File: config.mk
export PLATFORM = sky130hd
export DESIGN_NAME = vram_text_writer_flat
export DESIGN_NICKNAME = d
export VERILOG_FILES = /design/src/rtl/vram_text_writer_if.sv /design/src/rtl/vram_text_writer.sv /design/src/flat_wrapper.sv
export SDC_FILE = /design/constraint.sdc
export NUM_CORES = 1
export LEC_CHECK = 0
export CORE_UTILIZATION = 56
export DETAILED_ROUTE_END_ITERATION = 12
export DONT_BUFFER_PORTS = 1
export MAX_ROUTING_LAYER = met4
export PLACE_DENSITY = 0.71
export SLEW_MARGIN = 40
export SYNTH_ARGS = -nofsm -noshare
export SYNTH_HDL_FRONTEND = slang
export SYNTH_SLANG_ARGS = --single-unit
export TNS_END_PERCENT = 1
File: constraint.sdc
create_clock -name clk -period 3.17 [get_ports clk]
set_input_delay 0.634 -clock clk [delete_from_list [all_inputs] [get_ports clk]]
set_output_delay 0.634 -clock clk [all_outputs]
set_load 0.05 [all_outputs]
File: src/rtl/vram_text_writer_if.sv
// ---------------------------------------------------------------------------
// vram_text_writer_if
// Bundles the byte-stream input handshake, the VRAM port-A write bus and the
// status outputs of the text VRAM writer.
//   master : byte producer / VRAM observer (drives in_valid, in_data)
//   slave  : the writer engine (drives in_ready, v_ada, v_din, v_cea, busy,
//            cursor_col, cursor_row)
// ---------------------------------------------------------------------------
interface vram_text_writer_if;
    logic       in_valid;
    logic [7:0] in_data;
    logic       in_ready;
    logic [9:0] v_ada;
    logic [7:0] v_din;
    logic       v_cea;
    logic       busy;
    logic [5:0] cursor_col;
    logic [4:0] cursor_row;

    modport master (
        output in_valid, in_data,
        input  in_ready, v_ada, v_din, v_cea, busy, cursor_col, cursor_row
    );

    modport slave (
        input  in_valid, in_data,
        output in_ready, v_ada, v_din, v_cea, busy, cursor_col, cursor_row
    );
endinterface

File: src/rtl/vram_text_writer.sv
// ---------------------------------------------------------------------------
// vram_text_writer
// Write-side terminal engine for the text VRAM. Consumes a valid/ready byte
// stream and writes character codes into VRAM port A on a 60x17 grid
// (row-major, address row*COLS+col). Handles LF, CR, FF, BS, auto-wrap and
// a full-screen clear after reset.
//
// Ports:
//   clk  : memory clock, all logic on the rising edge
//   rst  : asynchronous active-high reset (restarts the full clear)
//   bus  : vram_text_writer_if.slave
//          in_valid/in_data/in_ready - byte stream handshake
//          v_ada/v_din/v_cea         - VRAM port-A write (one cell per strobe)
//          busy                      - high whenever not idle
//          cursor_col/cursor_row     - current cursor position
//
// Configuration macro: VRAM_WRITER_LINE_CLEAR_EN
//   defined   : every row advance clears the new row (CLR_LINE state)
//   undefined : row advance only moves the cursor
// ---------------------------------------------------------------------------
module vram_text_writer #(
    parameter int unsigned COLS       = 60,
    parameter int unsigned ROWS       = 17,
    parameter int unsigned VRAM_DEPTH = 1024,
    parameter logic [7:0]  FILL_CHAR  = 8'h20
) (
    input  logic                clk,
    input  logic                rst,
    vram_text_writer_if.slave   bus
);

    localparam logic [5:0]  LAST_COL = 6'(COLS - 1);
    localparam logic [4:0]  LAST_ROW = 5'(ROWS - 1);
    localparam logic [10:0] CLR_END  = 11'(VRAM_DEPTH);
    localparam logic [10:0] LINE_END = 11'(COLS);

    typedef enum logic [1:0] {
        ST_CLR_ALL  = 2'd0,
        ST_IDLE     = 2'd1,
        ST_WRITE    = 2'd2
`ifdef VRAM_WRITER_LINE_CLEAR_EN
        ,ST_CLR_LINE = 2'd3
`endif
    } state_e;

    state_e      state_q;
    logic [10:0] clr_addr_q;   // full-screen address, or column within a line clear
    logic [5:0]  col_q;
    logic [4:0]  row_q;
    logic        in_ready_q;
    logic        busy_q;
    logic        v_cea_q;
    logic [9:0]  v_ada_q;
    logic [7:0]  v_din_q;
`ifdef VRAM_WRITER_LINE_CLEAR_EN
    logic        clr_pend_q;   // auto-wrap during a write: clear the new row afterwards
`endif

    // row*60+col as (row<<6)-(row<<2)+col; modulo-1024 arithmetic keeps it exact
    function automatic logic [9:0] cell_addr(input logic [4:0] r, input logic [5:0] c);
        return {r[3:0], 6'b000000} - {3'b000, r, 2'b00} + {4'b0000, c};
    endfunction

    // Row advance wraps to the top with no scrolling
    function automatic logic [4:0] next_row(input logic [4:0] r);
        return (r == LAST_ROW) ? 5'd0 : r + 5'd1;
    endfunction

    // Control FSM with registered VRAM strobe, handshake and cursor
    always_ff @(posedge clk or posedge rst) begin
        if (rst) begin
            state_q    <= ST_CLR_ALL;
            clr_addr_q <= 11'd0;
            col_q      <= 6'd0;
            row_q      <= 5'd0;
            in_ready_q <= 1'b0;
            busy_q     <= 1'b1;
            v_cea_q    <= 1'b0;
            v_ada_q    <= 10'd0;
            v_din_q    <= 8'h00;
`ifdef VRAM_WRITER_LINE_CLEAR_EN
            clr_pend_q <= 1'b0;
`endif
        end else begin
            case (state_q)
                ST_CLR_ALL: begin
                    col_q <= 6'd0;
                    row_q <= 5'd0;
                    if (clr_addr_q == CLR_END) begin
                        state_q    <= ST_IDLE;
                        in_ready_q <= 1'b1;
                        busy_q     <= 1'b0;
                        v_cea_q    <= 1'b0;
                    end else begin
                        v_cea_q    <= 1'b1;
                        v_ada_q    <= clr_addr_q[9:0];
                        v_din_q    <= FILL_CHAR;
                        clr_addr_q <= clr_addr_q + 11'd1;
                    end
                end

                ST_IDLE: begin
                    v_cea_q <= 1'b0;
                    if (bus.in_valid) begin
                        if (bus.in_data == 8'h0C) begin
                            col_q      <= 6'd0;
                            row_q      <= 5'd0;
                            clr_addr_q <= 11'd0;
                            state_q    <= ST_CLR_ALL;
                            in_ready_q <= 1'b0;
                            busy_q     <= 1'b1;
                        end else if (bus.in_data == 8'h0A) begin
                            col_q <= 6'd0;
                            row_q <= next_row(row_q);
`ifdef VRAM_WRITER_LINE_CLEAR_EN
                            clr_addr_q <= 11'd0;
                            state_q    <= ST_CLR_LINE;
                            in_ready_q <= 1'b0;
                            busy_q     <= 1'b1;
`endif
                        end else if (bus.in_data == 8'h0D) begin
                            col_q <= 6'd0;
                        end else if (bus.in_data == 8'h08) begin
                            // Backspace at column 0 is a no-op
                            if (col_q != 6'd0) begin
                                col_q      <= col_q - 6'd1;
                                v_cea_q    <= 1'b1;
                                v_ada_q    <= cell_addr(row_q, col_q - 6'd1);
                                v_din_q    <= FILL_CHAR;
                                state_q    <= ST_WRITE;
                                in_ready_q <= 1'b0;
                                busy_q     <= 1'b1;
                            end else begin
                                col_q <= col_q;
                            end
                        end else if (bus.in_data >= 8'h09 && bus.in_data <= 8'h1F) begin
                            // Unsupported control code: consumed and dropped
                            col_q <= col_q;
                        end else begin
                            v_cea_q    <= 1'b1;
                            v_ada_q    <= cell_addr(row_q, col_q);
                            v_din_q    <= bus.in_data;
                            state_q    <= ST_WRITE;
                            in_ready_q <= 1'b0;
                            busy_q     <= 1'b1;
                            if (col_q == LAST_COL) begin
                                col_q <= 6'd0;
                                row_q <= next_row(row_q);
`ifdef VRAM_WRITER_LINE_CLEAR_EN
                                clr_pend_q <= 1'b1;
`endif
                            end else begin
                                col_q <= col_q + 6'd1;
                            end
                        end
                    end else begin
                        col_q <= col_q;
                    end
                end

                ST_WRITE: begin
                    v_cea_q <= 1'b0;
`ifdef VRAM_WRITER_LINE_CLEAR_EN
                    if (clr_pend_q) begin
                        clr_pend_q <= 1'b0;
                        clr_addr_q <= 11'd0;
                        state_q    <= ST_CLR_LINE;
                    end else begin
                        state_q    <= ST_IDLE;
                        in_ready_q <= 1'b1;
                        busy_q     <= 1'b0;
                    end
`else
                    state_q    <= ST_IDLE;
                    in_ready_q <= 1'b1;
                    busy_q     <= 1'b0;
`endif
                end

`ifdef VRAM_WRITER_LINE_CLEAR_EN
                ST_CLR_LINE: begin
                    if (clr_addr_q == LINE_END) begin
                        state_q    <= ST_IDLE;
                        in_ready_q <= 1'b1;
                        busy_q     <= 1'b0;
                        v_cea_q    <= 1'b0;
                    end else begin
                        v_cea_q    <= 1'b1;
                        v_ada_q    <= cell_addr(row_q, clr_addr_q[5:0]);
                        v_din_q    <= FILL_CHAR;
                        clr_addr_q <= clr_addr_q + 11'd1;
                    end
                end
`endif

                default: begin
                    state_q    <= ST_CLR_ALL;
                    clr_addr_q <= 11'd0;
                    in_ready_q <= 1'b0;
                    busy_q     <= 1'b1;
                    v_cea_q    <= 1'b0;
                end
            endcase
        end
    end

    assign bus.in_ready   = in_ready_q;
    assign bus.busy       = busy_q;
    assign bus.v_cea      = v_cea_q;
    assign bus.v_ada      = v_ada_q;
    assign bus.v_din      = v_din_q;
    assign bus.cursor_col = col_q;
    assign bus.cursor_row = row_q;

endmodule

File: src/flat_wrapper.sv
// flat-port wrapper written by rule: the top's interface ports become plain ports
module vram_text_writer_flat 
#(
    parameter int unsigned COLS       = 60,
    parameter int unsigned ROWS       = 17,
    parameter int unsigned VRAM_DEPTH = 1024,
    parameter logic [7:0]  FILL_CHAR  = 8'h20
)
  (clk, rst, bus_in_valid, bus_in_data, bus_in_ready, bus_v_ada, bus_v_din, bus_v_cea, bus_busy, bus_cursor_col, bus_cursor_row);
  vram_text_writer_if bus_i ();
  input  logic clk;
  input  logic rst;
  input wire logic [$bits(bus_i.in_valid)-1:0] bus_in_valid;
  input wire logic [$bits(bus_i.in_data)-1:0] bus_in_data;
  output wire logic [$bits(bus_i.in_ready)-1:0] bus_in_ready;
  output wire logic [$bits(bus_i.v_ada)-1:0] bus_v_ada;
  output wire logic [$bits(bus_i.v_din)-1:0] bus_v_din;
  output wire logic [$bits(bus_i.v_cea)-1:0] bus_v_cea;
  output wire logic [$bits(bus_i.busy)-1:0] bus_busy;
  output wire logic [$bits(bus_i.cursor_col)-1:0] bus_cursor_col;
  output wire logic [$bits(bus_i.cursor_row)-1:0] bus_cursor_row;
  assign bus_i.in_valid = bus_in_valid;
  assign bus_i.in_data = bus_in_data;
  assign bus_in_ready = bus_i.in_ready;
  assign bus_v_ada = bus_i.v_ada;
  assign bus_v_din = bus_i.v_din;
  assign bus_v_cea = bus_i.v_cea;
  assign bus_busy = bus_i.busy;
  assign bus_cursor_col = bus_i.cursor_col;
  assign bus_cursor_row = bus_i.cursor_row;
  vram_text_writer #(.COLS(COLS), .ROWS(ROWS), .VRAM_DEPTH(VRAM_DEPTH), .FILL_CHAR(FILL_CHAR)) u_core (.clk(clk), .rst(rst), .bus(bus_i));
endmodule
==> results of run 1 <==
cell type report:
cell class / count / area [µm²]
clock buffers: 6 / 72.6
clock inverters: 2 / 10.0
fillers: 439 / 1720
inverters: 22 / 85.1
multi-input cells: 254 / 1600
flip-flops and latches: 45 / 1130
well taps: 67 / 83.8
repair buffers: 20 / 150
cell usage in the layout, fill, tap and decap left out, types with 7 or more instances in the layout:
cell type	count
o21ai_0	35
xnor2_1	15
nor3_1	11
inv_1	21
dfrtp_1	44
nand2_1	34
a21oi_1	14
ha_1	11
nor2_1	31
a31oi_1	7
nand3_1	12
buf_4	20
logic make-up (layout without fill, tap and decap cells):
logic type                 Yosys count  count (layout)
and+or+nand+nor                    131             131
adders and majority gates           12              12
AOI/OAI and AO/OA                   86              86
DFF                                 45              45
buffers and inverters               39              50
xor gates and xnor gates            19              19
muxes                                6               6
registers in the layout, summed over array words and instances (netlist names):
signal / flops
u_core.state_q: 2
u_core.bus.busy: 1
u_core.bus.v_ada: 10
u_core.bus.v_din: 8
u_core.bus.v_cea: 1
u_core.clr_addr_q: 11
u_core.bus.cursor_col: 6
u_core.bus.cursor_row: 5
u_core.bus.in_ready: 1
worst max-delay path by stage:
stage / from / slack (ns) / depth (start not counted) / endpoint
after global placement: bus_in_data[2] / 0.01 / 12 / u_core.bus.v_ada[6]
after floorplan: bus_in_data[2] / 0.02 / 14 / u_core.bus.v_ada[6]
after CTS: bus_in_data[2] / 0.24 / 12 / u_core.bus.v_ada[6]
final: bus_in_data[2] / 0.21 / 12 / u_core.bus.v_ada[6]
after detailed placement: bus_in_data[2] / -0.08 / 12 / u_core.bus.v_ada[6]
after global routing: bus_in_data[2] / 0.02 / 12 / u_core.bus.v_ada[8]
power groups by stage:
stage / sequential, W / combinational (W) / clock, W
floorplan: 0.00139 / 0.000899 / 0
global placement: 0.00138 / 0.00119 / 0
detailed placement: 0.00139 / 0.00120 / 0
CTS: 0.00138 / 0.00120 / 0.000362
global route: 0.00141 / 0.00134 / 0.000387
finish: 0.00137 / 0.00120 / 0.000350
metal layers:
| layer | wire length [µm] | vias up | track usage |
|---|---|---|---|
| li1 | - | 1203 | - |
| met1 | 3100 | 1181 | 0.365 |
| met2 | 3110 | 61 | 0.428 |
| met3 | 303 | 9 | 0.0576 |
| met4 | 110 | 0 | 0.0855 |
| met5 | 0 | - | - |
per-stage QoR:
stage	hold slack (ns)	worst slack [ns]
2_1_floorplan	0.502	0.0218
3_3_place_gp	0.531	0.0123
3_5_place_dp	0.536	-0.0763
4_1_cts	0.273	0.241
5_1_grt	0.303	0.0205
6_report	0.255	0.205
==> out/metrics.csv, run 1 <==
stage;metric;value;unit
run_status;status;complete, no violations;
yosys;synth_top_area_cell;dfrtp_1;
global_routing;grt_pass1_vias;2293;
global_routing;antenna_found_initial;0;
critical_path;cpLargestDelayFamily;simple AND/OR/NAND/NOR gates;
yosys;synth_enable_flop_cells;0;
yosys;synth.most_common_cell;dfrtp_1;
yosys;ys_types;56;
clock_tree;clk_pin_slew;0.08;ns
pwr;vdd_drop_max;0.000523;V
global_routing;grt_pass1_wl;11100;µm
sta;timing.fmax;337;MHz
sta;final.setup_skew;0.0105;ns
sta;fin_setup_tns;0;ns
clock_tree;clockRootBuffer;clkbuf_8;
floorplanning;start_util;0.595;
layout;final_core_util;0.645;
critical_path;worstSetupStartpointType;primary input;
job;cap_violations;0;
yosys;synth_top_family_by_area;simple AND/OR/NAND/NOR gates;
yosys;synthMuxAreaShare;0.0221;
sta;slew_viol_final;0;
yosys;synth_xor_xnor_area_share;0.0577;
floorplanning;core-area;4850;µm²
critical_path;path_cells;nor3_1, and3_1, nand3b_1, xnor2_1, inv_1, fa_1, nor2b_1, o21ai_0, nand2_1, xnor2_1, mux2_2, mux2_2;
sta;worst_pin_slew;0.672;ns
layout;antenna_cells;0;
critical_path;reg2reg_depth;11;
yosys;async_reset_ff_frac;1.00;
pwr;pwr-share-seq;0.469;
yosys;synthAdderAreaFrac;0.0547;
sta;hold_viol;0;
critical_path;slowest_stage;fa_1;
pwr;clkPwrFrac;0.120;
placement;placed_cells;408;
placement;io_buffers;0;
critical_path;path_class;primary input to flip-flop;
clock_tree;cts_tree;yes;
drt;first_pass_iters;4;
critical_path;r2r_end;u_core.bus.v_ada[6];
drt;drtIter0Drc;143;
sta;setup_viol;0;
pwr;total_power;0.00293;W
clock_tree;numCtsBuffers;5;
layout;nNetsFinal;371;
pwr;leakagePower;1.33;nW
floorplanning;rows;25;
clock_tree;cts_resized;0;
floorplanning;chipHeight;73.8;µm
floorplanning;die_x;73.8;µm
yosys;synthTopCellsByCount;44 x dfrtp_1, 35 x o21ai_0, 34 x nand2_1;
drt;drc_errors;0;
yosys;ys_ff_latch;45;
yosys;synth-simple-area-share;0.232;
drt;via_per_inst;5.90;
yosys;yosysSeqAreaShare;0.391;
global_routing;grt_overflow;0;
yosys;synthesis.nets;361;
sta;slew_headroom;0.552;
critical_path;worstPathArrival;3.15;ns
layout;area_delta_synth_final;8.42;%
pwr;switching_share;0.540;
clock_tree;cts_max_path_buffers;2;
yosys;synth_top_area_frac;0.382;
sta;period_share;0.935;
critical_path;path_buf_inv;1;
critical_path;worstPathRequired;3.35;ns
drt;wl_per_cell;15.9;µm
global_routing;grt_use_total;0.278;
yosys;postSynthCellCount;338;
global_routing;grt_max_degree;46;
placement;placed_area;3040;µm²
yosys;syn_area;2880;µm²
critical_path;rrSetupSlack;0.38;ns
floorplanning;die_area;5440;µm²
layout;finalNonFillerCells;416;
yosys;yosysWarnings;0;
drt;ant_nets;0;
pwr;combinationalPowerShare;0.412;
floorplanning;io_pins;43;
clock_tree;cts_setup_buffers;0;
pwr;power.density;936;nW/µm²
sta;rsz0062_at_grt;false;
pwr;p_int;0.00135;W
layout;fin_area;3130;µm²
placement;routabilityCongestion;0.949;
critical_path;critPathMaxFanout;5;
yosys;ys_top_cells_by_area;dfrtp_1 38%, o21ai_0 6.1%, ha_1 4.8%, xnor2_1 4.6%, nand2_1 4.4%;
layout;drive_above_1_share;0.132;
min_path;hp-class;primary input to async pin;
clock_tree;cts_sinks;45;
clock_tree;h-tree-depth;2;
clock_tree;clkLatencyLatePin;0.30;ns
critical_path;slowest_delay;0.44;ns
yosys;syn_area_per_cell;8.53;µm²
drt;num_vias;2454;
pwr;p_switching;0.00158;W
drt;wl;6620;µm
clock_tree;cts_hold_buf;0;
yosys;synth-compound-area-share;0.186;
critical_path;end_kind;flip-flop;
sta;min_period;2.96;ns
placement;dpl.hpwl;4960;µm
critical_path;r2r-start;u_core.bus.cursor_col[1];
yosys;synth_ff_type;dfrtp_1;
(Power assumes the default switching activity.)
==> run 2: changes to the inputs <==
--- a/config.mk
+++ b/config.mk
@@ -10,6 +10,7 @@
 export DONT_BUFFER_PORTS = 1
 export MAX_ROUTING_LAYER = met4
 export PLACE_DENSITY = 0.71
+export RECOVER_POWER = 25
 export SLEW_MARGIN = 40
 export SYNTH_ARGS = -nofsm -noshare
 export SYNTH_HDL_FRONTEND = slang
==> run 2 against run 1 <==
Compared with the run above:
- the flow now finishes with violations (capacitance limit, slew limit)
- clock-buffer cell count did not move
- via count did not move
- flip-flop and latch count did not move
- clock skew did not move
- critical path type unchanged
- largest cell class unchanged
==> out/metrics.csv, run 2 (synthesis gave the netlist of run 1 again) <==
stage;metric;value;unit
sta;min_period;2.96;ns
floorplanning;io_pins;43;
critical_path;cpLargestDelayFamily;simple AND/OR/NAND/NOR gates;
critical_path;slowest_delay;0.44;ns
layout;num-fill-cells;440;
pwr;p_switching;0.00158;W
sta;timing.fmax;337;MHz
critical_path;worstPathArrival;3.15;ns
critical_path;path_buf_inv;1;
placement;io_buffers;0;
layout;top_register;u_core.clr_addr_q;
floorplanning;start_util;0.595;
global_routing;grt_max_degree;46;
placement;preCtsSetupSlack;-0.0763;ns
clock_tree;cts_max_path_buffers;2;
global_routing;grt_pass1_vias;2293;
critical_path;path_class;primary input to flip-flop;
floorplanning;chipHeight;73.8;µm
global_routing;busiest_layer;met2;
global_routing;grt_use_total;0.278;
drt;drtIter0Drc;143;
layout;largest_reg_flops;11;
global_routing;antenna_found_initial;0;
sta;worst_pin_slew;1.96;ns
sta;slew_viol_final;46;
clock_tree;numCtsBuffers;5;
global_routing;met3_usage;0.0576;
pwr;switching_share;0.540;
drt;first_pass_iters;4;
clock_tree;cts_setup_buffers;0;
sta;slew_headroom;-0.313;
clock_tree;cts_tree;yes;
clock_tree;cts_sinks;45;
clock_tree;clk_pin_slew;0.09;ns
drt;drc_errors;0;
layout;area_delta_synth_final;8.37;%
critical_path;path_cells;nor3_1, and3_1, nand3b_1, xnor2_1, inv_1, fa_1, nor2b_1, o21ai_0, nand2_1, xnor2_1, mux2_2, mux2_2;
sta;setup_slack;0.205;ns
sta;rsz0062_at_grt;false;
layout;mostFrequentLayoutCell;dfrtp_1;
drt;ant_nets;0;
placement;routabilityCongestion;0.949;
clock_tree;clockRootBuffer;clkbuf_8;
pwr;pwr-share-seq;0.469;
layout;nNetsFinal;371;
drt;via_per_inst;5.90;
critical_path;critPathMaxFanout;5;
drt;wl;6620;µm
pwr;total_power;0.00293;W
floorplanning;rows;25;
pwr;vdd_drop_max;0.000523;V
run_status;status;finished, violations left;
sta;fin_setup_tns;0;ns
clock_tree;h-tree-depth;2;
global_routing;gr-usage-met1;0.365;
sta;setup_viol;0;
clock_tree;cts_hold_buf;0;
pwr;clkPwrFrac;0.120;
placement;dpl.hpwl;4960;µm
critical_path;worstSetupStartpointType;primary input;
critical_path;end_kind;flip-flop;
pwr;leakagePower;1.32;nW
layout;mostFrequentLayoutCells;44 x dfrtp_1, 35 x o21ai_0, 34 x nand2_1;
job;cap_violations;1;
run_status;failed_checks;capacitance limit, slew limit;
layout;drive_above_1_share;0.132;
floorplanning;die_area;5440;µm²
layout;final_core_util;0.645;
sta;hold_slack;0.477;ns
pwr;power.density;936;nW/µm²
sta;final.setup_skew;0.0105;ns
clock_tree;cts_resized;0;
sta;period_share;0.935;
floorplanning;core-area;4850;µm²
critical_path;worstPathRequired;3.35;ns
drt;wl_per_cell;15.9;µm
min_path;hp-class;primary input to flip-flop;
global_routing;grt_overflow;0;
pwr;p_int;0.00135;W
global_routing;grt_pass1_wl;11100;µm
critical_path;slowest_stage;fa_1;
layout;antenna_cells;0;
global_routing;use_met2;0.428;
clock_tree;clkLatencyLatePin;0.30;ns
pwr;combinationalPowerShare;0.412;
sta;hold_viol;0;
floorplanning;die_x;73.8;µm
drt;num_vias;2454;
-- run 2: stage by stage --
step,area [µm²],instances
floorplan,2890,338
global placement,3040,408
finish,3130,416
CTS,3130,416
detailed placement,3040,408
global route,3130,416
-- run 2: final timing paths --
path	slack, ns	cells after the start	to	start
worst max-delay path	0.21	12	u_core.bus.v_ada[6]	bus_in_data[2]
worst min-delay path	0.48	2	u_core.bus.v_din[4]	bus_in_data[4]
worst max register to register	0.38	11	u_core.bus.v_ada[6]	u_core.bus.cursor_col[1]
worst min register to register	0.55	2	u_core.clr_addr_q[10]	u_core.clr_addr_q[10]
max in group asynchronous	1.56	1	u_core.state_q[0]	rst
min in group asynchronous	0.71	1	u_core.clr_addr_q[2]	rst
-- run 2: final cells by class --
cell class                      instances  area [µm²]  share of cell area
Sequential cell                        45        1130               0.361
Clock buffer                            6        72.6              0.0232
Clock inverter                          2        10.0             0.00320
Inverter                               22        83.8              0.0268
Timing Repair Buffer                   20         150              0.0480
Multi-Input combinational cell        254        1600               0.511
Tap cell                               67        83.8              0.0268
-- run 2: power groups by stage --
stage          logic [W]  registers, W  clock network, W
3_3_place_gp     0.00119       0.00138                 0
2_1_floorplan   0.000899       0.00139                 0
3_5_place_dp     0.00120       0.00139                 0
6_report         0.00120       0.00137          0.000350
5_1_grt          0.00134       0.00141          0.000387
4_1_cts          0.00120       0.00138          0.000362
-- run 2: metal layers --
layer / wire (µm) / vias up
met4: 110 / 0
li1: - / 1203
met2: 3110 / 61
met1: 3100 / 1181
met5: 0 / -
met3: 304 / 9
